[config.mk]
export PLATFORM = sky130hd
export DESIGN_NAME = eeg_epoch_loader_flat
export DESIGN_NICKNAME = d
export VERILOG_FILES = /design/src/rtl/eeg_epoch_loader_pkg.sv /design/src/rtl/eeg_epoch_loader_if.sv /design/src/rtl/eeg_epoch_loader_counter.sv /design/src/rtl/eeg_epoch_loader.sv /design/src/flat_wrapper.sv
export SDC_FILE = /design/constraint.sdc
export NUM_CORES = 1
export LEC_CHECK = 0
export BUFFER_PORTS_ARGS = -buffer_cell sky130_fd_sc_hd__buf_2
export CORE_ASPECT_RATIO = 1.75
export CORE_MARGIN = 3
export CORE_UTILIZATION = 49
export CTS_CLUSTER_SIZE = 30
export DETAILED_ROUTE_END_ITERATION = 12
export PLACE_DENSITY = 0.77
export RECOVER_POWER = 100
export SYNTH_ARGS = -nofsm -noshare
export SYNTH_HDL_FRONTEND = slang
export SYNTH_SLANG_ARGS = --single-unit
[constraint.sdc]
create_clock -name clk -period 2.62 [get_ports clk]
set_input_delay 0.524 -clock clk [delete_from_list [all_inputs] [get_ports clk]]
set_output_delay 0.524 -clock clk [all_outputs]
set_load 0.1 [all_outputs]
[src/rtl/eeg_epoch_loader_pkg.sv]
// Shared definitions for the EEG epoch loader: epoch geometry, memory map, data types and FSM states.
package eeg_epoch_loader_pkg;

    localparam int NUM_PATCHES     = 30;
    localparam int PATCH_LEN       = 128;
    localparam int NUM_SAMPLES_DEF = NUM_PATCHES * PATCH_LEN;
    localparam int INT_RES_ADDR_W  = 16;
    localparam int COMP_FX_W       = 22;
    localparam int EEG_INPUT_MEM   = 0;

    typedef logic [INT_RES_ADDR_W-1:0]    IntResAddr_t;
    typedef logic signed [COMP_FX_W-1:0]  CompFx_t;

    typedef enum logic [1:0] {
        IDLE     = 2'd0,
        LOAD     = 2'd1,
        PULSE    = 2'd2,
        WAIT_INF = 2'd3
    } LoaderState_t;

endpackage

[src/rtl/eeg_epoch_loader_if.sv]
// Sample stream plus intermediate-result write port of the EEG epoch loader.
interface eeg_epoch_loader_if #(
    parameter int SAMPLE_W = 16,
    parameter int DATA_W   = 22,
    parameter int ADDR_W   = 16
) ();
    logic                       s_valid;
    logic                       s_ready;
    logic signed [SAMPLE_W-1:0] s_data;
    logic                       s_last;
    logic                       wr_stall;
    logic                       wr_en;
    logic [ADDR_W-1:0]          wr_addr;
    logic [DATA_W-1:0]          wr_data;

    modport slave (
        input  s_valid, s_data, s_last, wr_stall,
        output s_ready, wr_en, wr_addr, wr_data
    );

    modport master (
        output s_valid, s_data, s_last, wr_stall,
        input  s_ready, wr_en, wr_addr, wr_data
    );
endinterface

[src/rtl/eeg_epoch_loader_counter.sv]
// Sample-index counter: synchronous clear has priority over increment.
module eeg_epoch_loader_counter #(
    parameter int WIDTH = 12
) (
    input  logic             clk,
    input  logic             rst_n,
    input  logic             clr,
    input  logic             inc,
    output logic [WIDTH-1:0] cnt_o
);
    logic [WIDTH-1:0] cnt_q;

    always_ff @(posedge clk) begin
        if (!rst_n) begin
            cnt_q <= '0;
        end else if (clr) begin
            cnt_q <= '0;
        end else if (inc) begin
            cnt_q <= cnt_q + WIDTH'(1);
        end
    end

    assign cnt_o = cnt_q;
endmodule

[src/rtl/eeg_epoch_loader.sv]
// Streams raw EEG samples into the intermediate-result memory as fixed point and flags each full epoch.
// Optional s_last framing check enabled by defining EEG_LAST_CHECK_EN.
module eeg_epoch_loader
    import eeg_epoch_loader_pkg::*;
#(
    parameter int NUM_SAMPLES = NUM_SAMPLES_DEF,
    parameter int SAMPLE_W    = 16,
    parameter int DATA_W      = COMP_FX_W,
    parameter int FRAC_BITS   = 6,
    parameter int ADDR_W      = INT_RES_ADDR_W,
    parameter int BASE_ADDR   = EEG_INPUT_MEM
) (
    input  logic                  clk,
    input  logic                  rst_n,
    input  logic                  arm,
    eeg_epoch_loader_if.slave     bus,
    output logic                  new_sleep_epoch,
    input  logic                  inference_complete,
    output logic                  busy,
    output logic                  err
);
    localparam int CNT_W = $clog2(NUM_SAMPLES);
    localparam logic [CNT_W-1:0] LAST_IDX = CNT_W'(NUM_SAMPLES - 1);

    if (SAMPLE_W + FRAC_BITS > DATA_W) begin : g_width_chk
        $fatal(1, "eeg_epoch_loader: SAMPLE_W+FRAC_BITS exceeds DATA_W, conversion would not be exact");
    end

    LoaderState_t               state_q, state_d;
    logic [CNT_W-1:0]           cnt;
    logic                       cnt_inc, cnt_clr;
    logic                       hs, cnt_is_last, frame_err;
    logic                       wr_en_q;
    logic [ADDR_W-1:0]          wr_addr_q;
    logic [DATA_W-1:0]          wr_data_q;
    logic                       pulse_q;
    logic signed [DATA_W-1:0]   sample_ext;

    eeg_epoch_loader_counter #(.WIDTH(CNT_W)) u_cnt (
        .clk   (clk),
        .rst_n (rst_n),
        .clr   (cnt_clr),
        .inc   (cnt_inc),
        .cnt_o (cnt)
    );

    assign bus.s_ready = (state_q == LOAD) && !bus.wr_stall;
    assign hs          = (state_q == LOAD) && bus.s_valid && !bus.wr_stall;
    assign cnt_is_last = (cnt == LAST_IDX);
    assign sample_ext  = DATA_W'(bus.s_data);

`ifdef EEG_LAST_CHECK_EN
    logic err_q;
    assign frame_err = hs && (bus.s_last != cnt_is_last);

    always_ff @(posedge clk) begin
        if (!rst_n) begin
            err_q <= 1'b0;
        end else if (frame_err) begin
            err_q <= 1'b1;
        end
    end
    assign err = err_q;
`else
    assign frame_err = 1'b0;
    assign err       = 1'b0;
`endif

    always_ff @(posedge clk) begin
        if (!rst_n) begin
            state_q <= IDLE;
        end else begin
            state_q <= state_d;
        end
    end

    // A framing error still writes its sample but abandons the epoch without a pulse.
    always_comb begin
        state_d = state_q;
        cnt_inc = 1'b0;
        cnt_clr = 1'b0;
        case (state_q)
            IDLE: begin
                if (arm) state_d = LOAD;
            end
            LOAD: begin
                if (hs) begin
                    if (frame_err) begin
                        cnt_clr = 1'b1;
                        state_d = IDLE;
                    end else if (cnt_is_last) begin
                        cnt_clr = 1'b1;
                        state_d = PULSE;
                    end else begin
                        cnt_inc = 1'b1;
                    end
                end
            end
            PULSE:    state_d = WAIT_INF;
            WAIT_INF: begin
                if (inference_complete) state_d = IDLE;
            end
            default:  state_d = IDLE;
        endcase
    end

    // Pulse is registered off PULSE so it trails the final write by one cycle.
    always_ff @(posedge clk) begin
        if (!rst_n) begin
            wr_en_q   <= 1'b0;
            wr_addr_q <= '0;
            wr_data_q <= '0;
            pulse_q   <= 1'b0;
        end else begin
            wr_en_q <= hs;
            pulse_q <= (state_q == PULSE);
            if (hs) begin
                wr_addr_q <= ADDR_W'(BASE_ADDR) + ADDR_W'(cnt);
                wr_data_q <= sample_ext <<< FRAC_BITS;
            end
        end
    end

    assign bus.wr_en       = wr_en_q;
    assign bus.wr_addr     = wr_addr_q;
    assign bus.wr_data     = wr_data_q;
    assign new_sleep_epoch = pulse_q;
    assign busy            = (state_q != IDLE);
endmodule
[src/flat_wrapper.sv]
// flat-port wrapper written by rule: the top's interface ports become plain ports
module eeg_epoch_loader_flat import eeg_epoch_loader_pkg::*;
#(
    parameter int NUM_SAMPLES = NUM_SAMPLES_DEF,
    parameter int SAMPLE_W    = 16,
    parameter int DATA_W      = COMP_FX_W,
    parameter int FRAC_BITS   = 6,
    parameter int ADDR_W      = INT_RES_ADDR_W,
    parameter int BASE_ADDR   = EEG_INPUT_MEM
)
  (clk, rst_n, arm, new_sleep_epoch, inference_complete, busy, err, bus_s_valid, bus_s_data, bus_s_last, bus_wr_stall, bus_s_ready, bus_wr_en, bus_wr_addr, bus_wr_data);
  eeg_epoch_loader_if #(.SAMPLE_W(SAMPLE_W), .DATA_W(DATA_W), .ADDR_W(ADDR_W)) bus_i ();
  input  logic clk;
  input  logic rst_n;
  input  logic arm;
  output logic new_sleep_epoch;
  input  logic inference_complete;
  output logic busy;
  output logic err;
  input wire logic [$bits(bus_i.s_valid)-1:0] bus_s_valid;
  input wire logic [$bits(bus_i.s_data)-1:0] bus_s_data;
  input wire logic [$bits(bus_i.s_last)-1:0] bus_s_last;
  input wire logic [$bits(bus_i.wr_stall)-1:0] bus_wr_stall;
  output wire logic [$bits(bus_i.s_ready)-1:0] bus_s_ready;
  output wire logic [$bits(bus_i.wr_en)-1:0] bus_wr_en;
  output wire logic [$bits(bus_i.wr_addr)-1:0] bus_wr_addr;
  output wire logic [$bits(bus_i.wr_data)-1:0] bus_wr_data;
  assign bus_i.s_valid = bus_s_valid;
  assign bus_i.s_data = bus_s_data;
  assign bus_i.s_last = bus_s_last;
  assign bus_i.wr_stall = bus_wr_stall;
  assign bus_s_ready = bus_i.s_ready;
  assign bus_wr_en = bus_i.wr_en;
  assign bus_wr_addr = bus_i.wr_addr;
  assign bus_wr_data = bus_i.wr_data;
  eeg_epoch_loader #(.NUM_SAMPLES(NUM_SAMPLES), .SAMPLE_W(SAMPLE_W), .DATA_W(DATA_W), .FRAC_BITS(FRAC_BITS), .ADDR_W(ADDR_W), .BASE_ADDR(BASE_ADDR)) u_core (.clk(clk), .rst_n(rst_n), .arm(arm), .bus(bus_i), .new_sleep_epoch(new_sleep_epoch), .inference_complete(inference_complete), .busy(busy), .err(err));
endmodule
==> run_results.csv <==
group,metric,value,unit
sta,setup_violations,0,
power,power_leakage,0.808,nW
yosys,netlist_instances,236,
floorplanning,die_width,53.3,um
cts,clockBufferDepth,2,
yosys,syn_avg_cell_area,8.14,um2
routing,routed_via_density,5.10,
cts,root_buffer,"clkbuf_8",
worst_setup_path,slowest_stage,"or4_1",
global_routing,grt_max_degree,39,
worst_setup_path,endpoint_kind,"register",
sta,fin_crit_sh,84.5,%
placement,pre_cts_slack,0.409,ns
hold_path,worstHoldPathType,"in -> reg",
hold_path,min_path_cells,3,
yosys,synth.distinct_cells,42,
cts,cts_tree,"built",
final_layout,drive_gt1_share,13.3,%
placement,portBuffers,53,
global_routing,grt_pass1_wl,6390,um
hold_path,worstHoldStart,"bus_s_data[8]",
worst_setup_path,crit_chain,"inv_1 -> ha_1 -> nand3b_2 -> or4_1 -> a2111oi_0 -> a211oi_1",
cts,clock_sinks,44,
placement,hpwl,2760,um
sta,hold_viol_final,0,
sta,rsz0062_at_grt,"false",
placement,routabilityCongestion,0.772,
sta,slew_viol_final,0,
power,powerDensity,796,nW/um2
status,status,"complete, no violations",
worst_setup_path,reg2reg_slack,0.41,ns
yosys,synth-seq-area-share,45.9,%
yosys,synthArstFlopShare,0,%
sta,skew,0.00496,ns
sta,max_slew_margin,20.8,%
routing,num_vias,1688,
final_layout,layout_commonest_cell,"nand2_1",
floorplanning,die_area,4740,um2
cts,clkTransAtPathRegs,0.08,ns
run,max_cap_viol_count,0,
cts,clock_latency,0.30,ns
yosys,ys_ff_latch,44,
sta,worst_pin_slew,1.19,ns
yosys,ys.flop_type,"dfxtp_1",
worst_setup_path,start_kind,"register",
final_layout,diodes,0,
worst_setup_path,cpLargestDelayFamily,"simple AND/OR/NAND/NOR gates",
sta,period_minus_slack,2.21,ns
floorplanning,initial_core_util,51.9,%
yosys,synthesis.area,1920,um2
worst_setup_path,reg2reg_to,"u_core.state_q[0]",
global_routing,antenna_found_initial,0,
routing,drtIter0Drc,30,
sta,timing.final.ws_setup,0.405,ns
worst_setup_path,cp.required,2.77,ns
worst_setup_path,crit_type,"reg -> reg",
routing,ant_nets,0,
floorplanning,core_area,3700,um2
yosys,yosys_warnings,0,
global_routing,grtUsageTotal,18.0,%
floorplanning,ioPinCount,66,
global_routing,grt_pass1_vias,1464,
cts,post_cts_resized,0,
worst_setup_path,cp_data_arrival_time,2.37,ns
final_layout,fill_cells,396,
sta,max_freq,0.451,GHz
final_layout,syn_to_final_growth,15.1,%
worst_setup_path,startpoint,"u_core.state_q[1]",
power,ir_drop,0.730,mV
final_layout,layout_common_cells,"66 x nand2_1, 44 x dfxtp_1, 34 x a21oi_1",
routing,remaining_drc_errors,0,
cts,cts_buffers,5,
global_routing,overflow,0,
cts,cts_hold_buf,0,
floorplanning,die_h,88.8,um
worst_setup_path,rr_worst_depth,6,
routing,drt-total-wl,3900,um
final_layout,layout.area.seq,881,um2
worst_setup_path,worst-path-buf-inv,1,
worst_setup_path,reg2reg_from,"u_core.state_q[1]",
yosys,synth_edf_count,0,
power,p_total,1.76,mW
routing,firstDrtPassIters,4,
hold_path,holdPathEnd,"u_core.bus.wr_data[14]",
worst_setup_path,crit_fanout,7,
cts,htree_levels,2,
sta,final.setup.tns,0,ns
final_layout,num-nets-final,313,
floorplanning,num_rows,29,
final_layout,multi_input_area,917,um2
cts,cts_setup_buffers,0,
worst_setup_path,slowest_delay,0.65,ns
routing,wl_per_cell,11.8,um
state kept, by name (all words and copies together) (netlist names):
signal	count
u_core.bus.wr_addr	12
u_core.bus.wr_data	16
u_core.bus.wr_en	1
u_core.new_sleep_epoch	1
u_core.state_q	2
u_core.u_cnt.cnt_o	12
synthesized netlist by cell type (all sizes together), types with 3 or more instances:
cell,instances,area [um2]
nand2,66,248
dfxtp,44,881
a21oi,34,170
clkbuf,13,48.8
buf,12,87.6
ha,6,75.1
inv,6,22.5
nand4,6,37.5
nand3,4,20.0
nor2,4,15.0
o31ai,4,30.0
and2,3,18.8
nand3b,3,26.3
or4,3,22.5
cell families (layout without fill, tap and decap cells):
logic type	count (synthesis)	count (layout)	synth area share [%]
AO/OA/AOI/OAI	49	49	14.7
XOR/XNOR	3	3	1.37
adder cells (fa/ha/maj)	6	6	3.91
buffers and inverters	31	70	8.27
flip-flops	44	44	45.9
multiplexers	1	1	0.586
other	1	11	0.195
AND/OR/NAND/NOR	101	101	25.1
routing by layer:
metal,global-route usage (%),wire length [um]
met2,33.4,2150
met5,0,0
met4,9.07,88
met3,3.04,191
met1,18.6,1470
area by class of cell:
class,count,area share [%]
well taps,46,2.60
repair buffers,56,11.1
multi-input cells,171,41.5
flip-flops and latches,44,39.8
inverters,6,1.02
clock inverters,3,0.849
clock buffers,5,3.11
metrics by stage:
stage          util [%]  hold slack, ns  area, um2  std cells
4_1_cts            60.9           0.446       2250        331
3_3_place_gp       58.6           0.439       2170        323
2_1_floorplan         -           0.458       1960        246
5_1_grt            59.7           0.454       2210        331
6_report           59.7           0.452       2210        331
3_5_place_dp       58.6           0.443       2170        323
worst register-to-register path: stages, from the launching register on:
cell and delay (ns):
dfxtp_1 0.36, inv_1 0.11, ha_1 0.28, nand3b_2 0.11
or4_1 0.65, a2111oi_0 0.46, a211oi_1 0.09
worst max path at each step:
| stage | slack, ns | to | cells after the start |
|---|---|---|---|
| global placement | 0.47 | u_core.state_q[0] | 6 |
| CTS | 0.38 | u_core.state_q[0] | 6 |
| finish | 0.41 | u_core.state_q[0] | 6 |
| detailed placement | 0.41 | u_core.state_q[0] | 6 |
| floorplan | 0.06 | bus_s_ready | 3 |
| global route | 0.18 | u_core.state_q[0] | 6 |
where the power goes:
part	leakage, nW	internal (mW)	switching, mW
clock	0.0479	0.186	0.224
combinational	0.405	0.113	0.504
sequential	0.355	0.707	0.0269
Note: power is estimated with default switching activity, not from simulation.
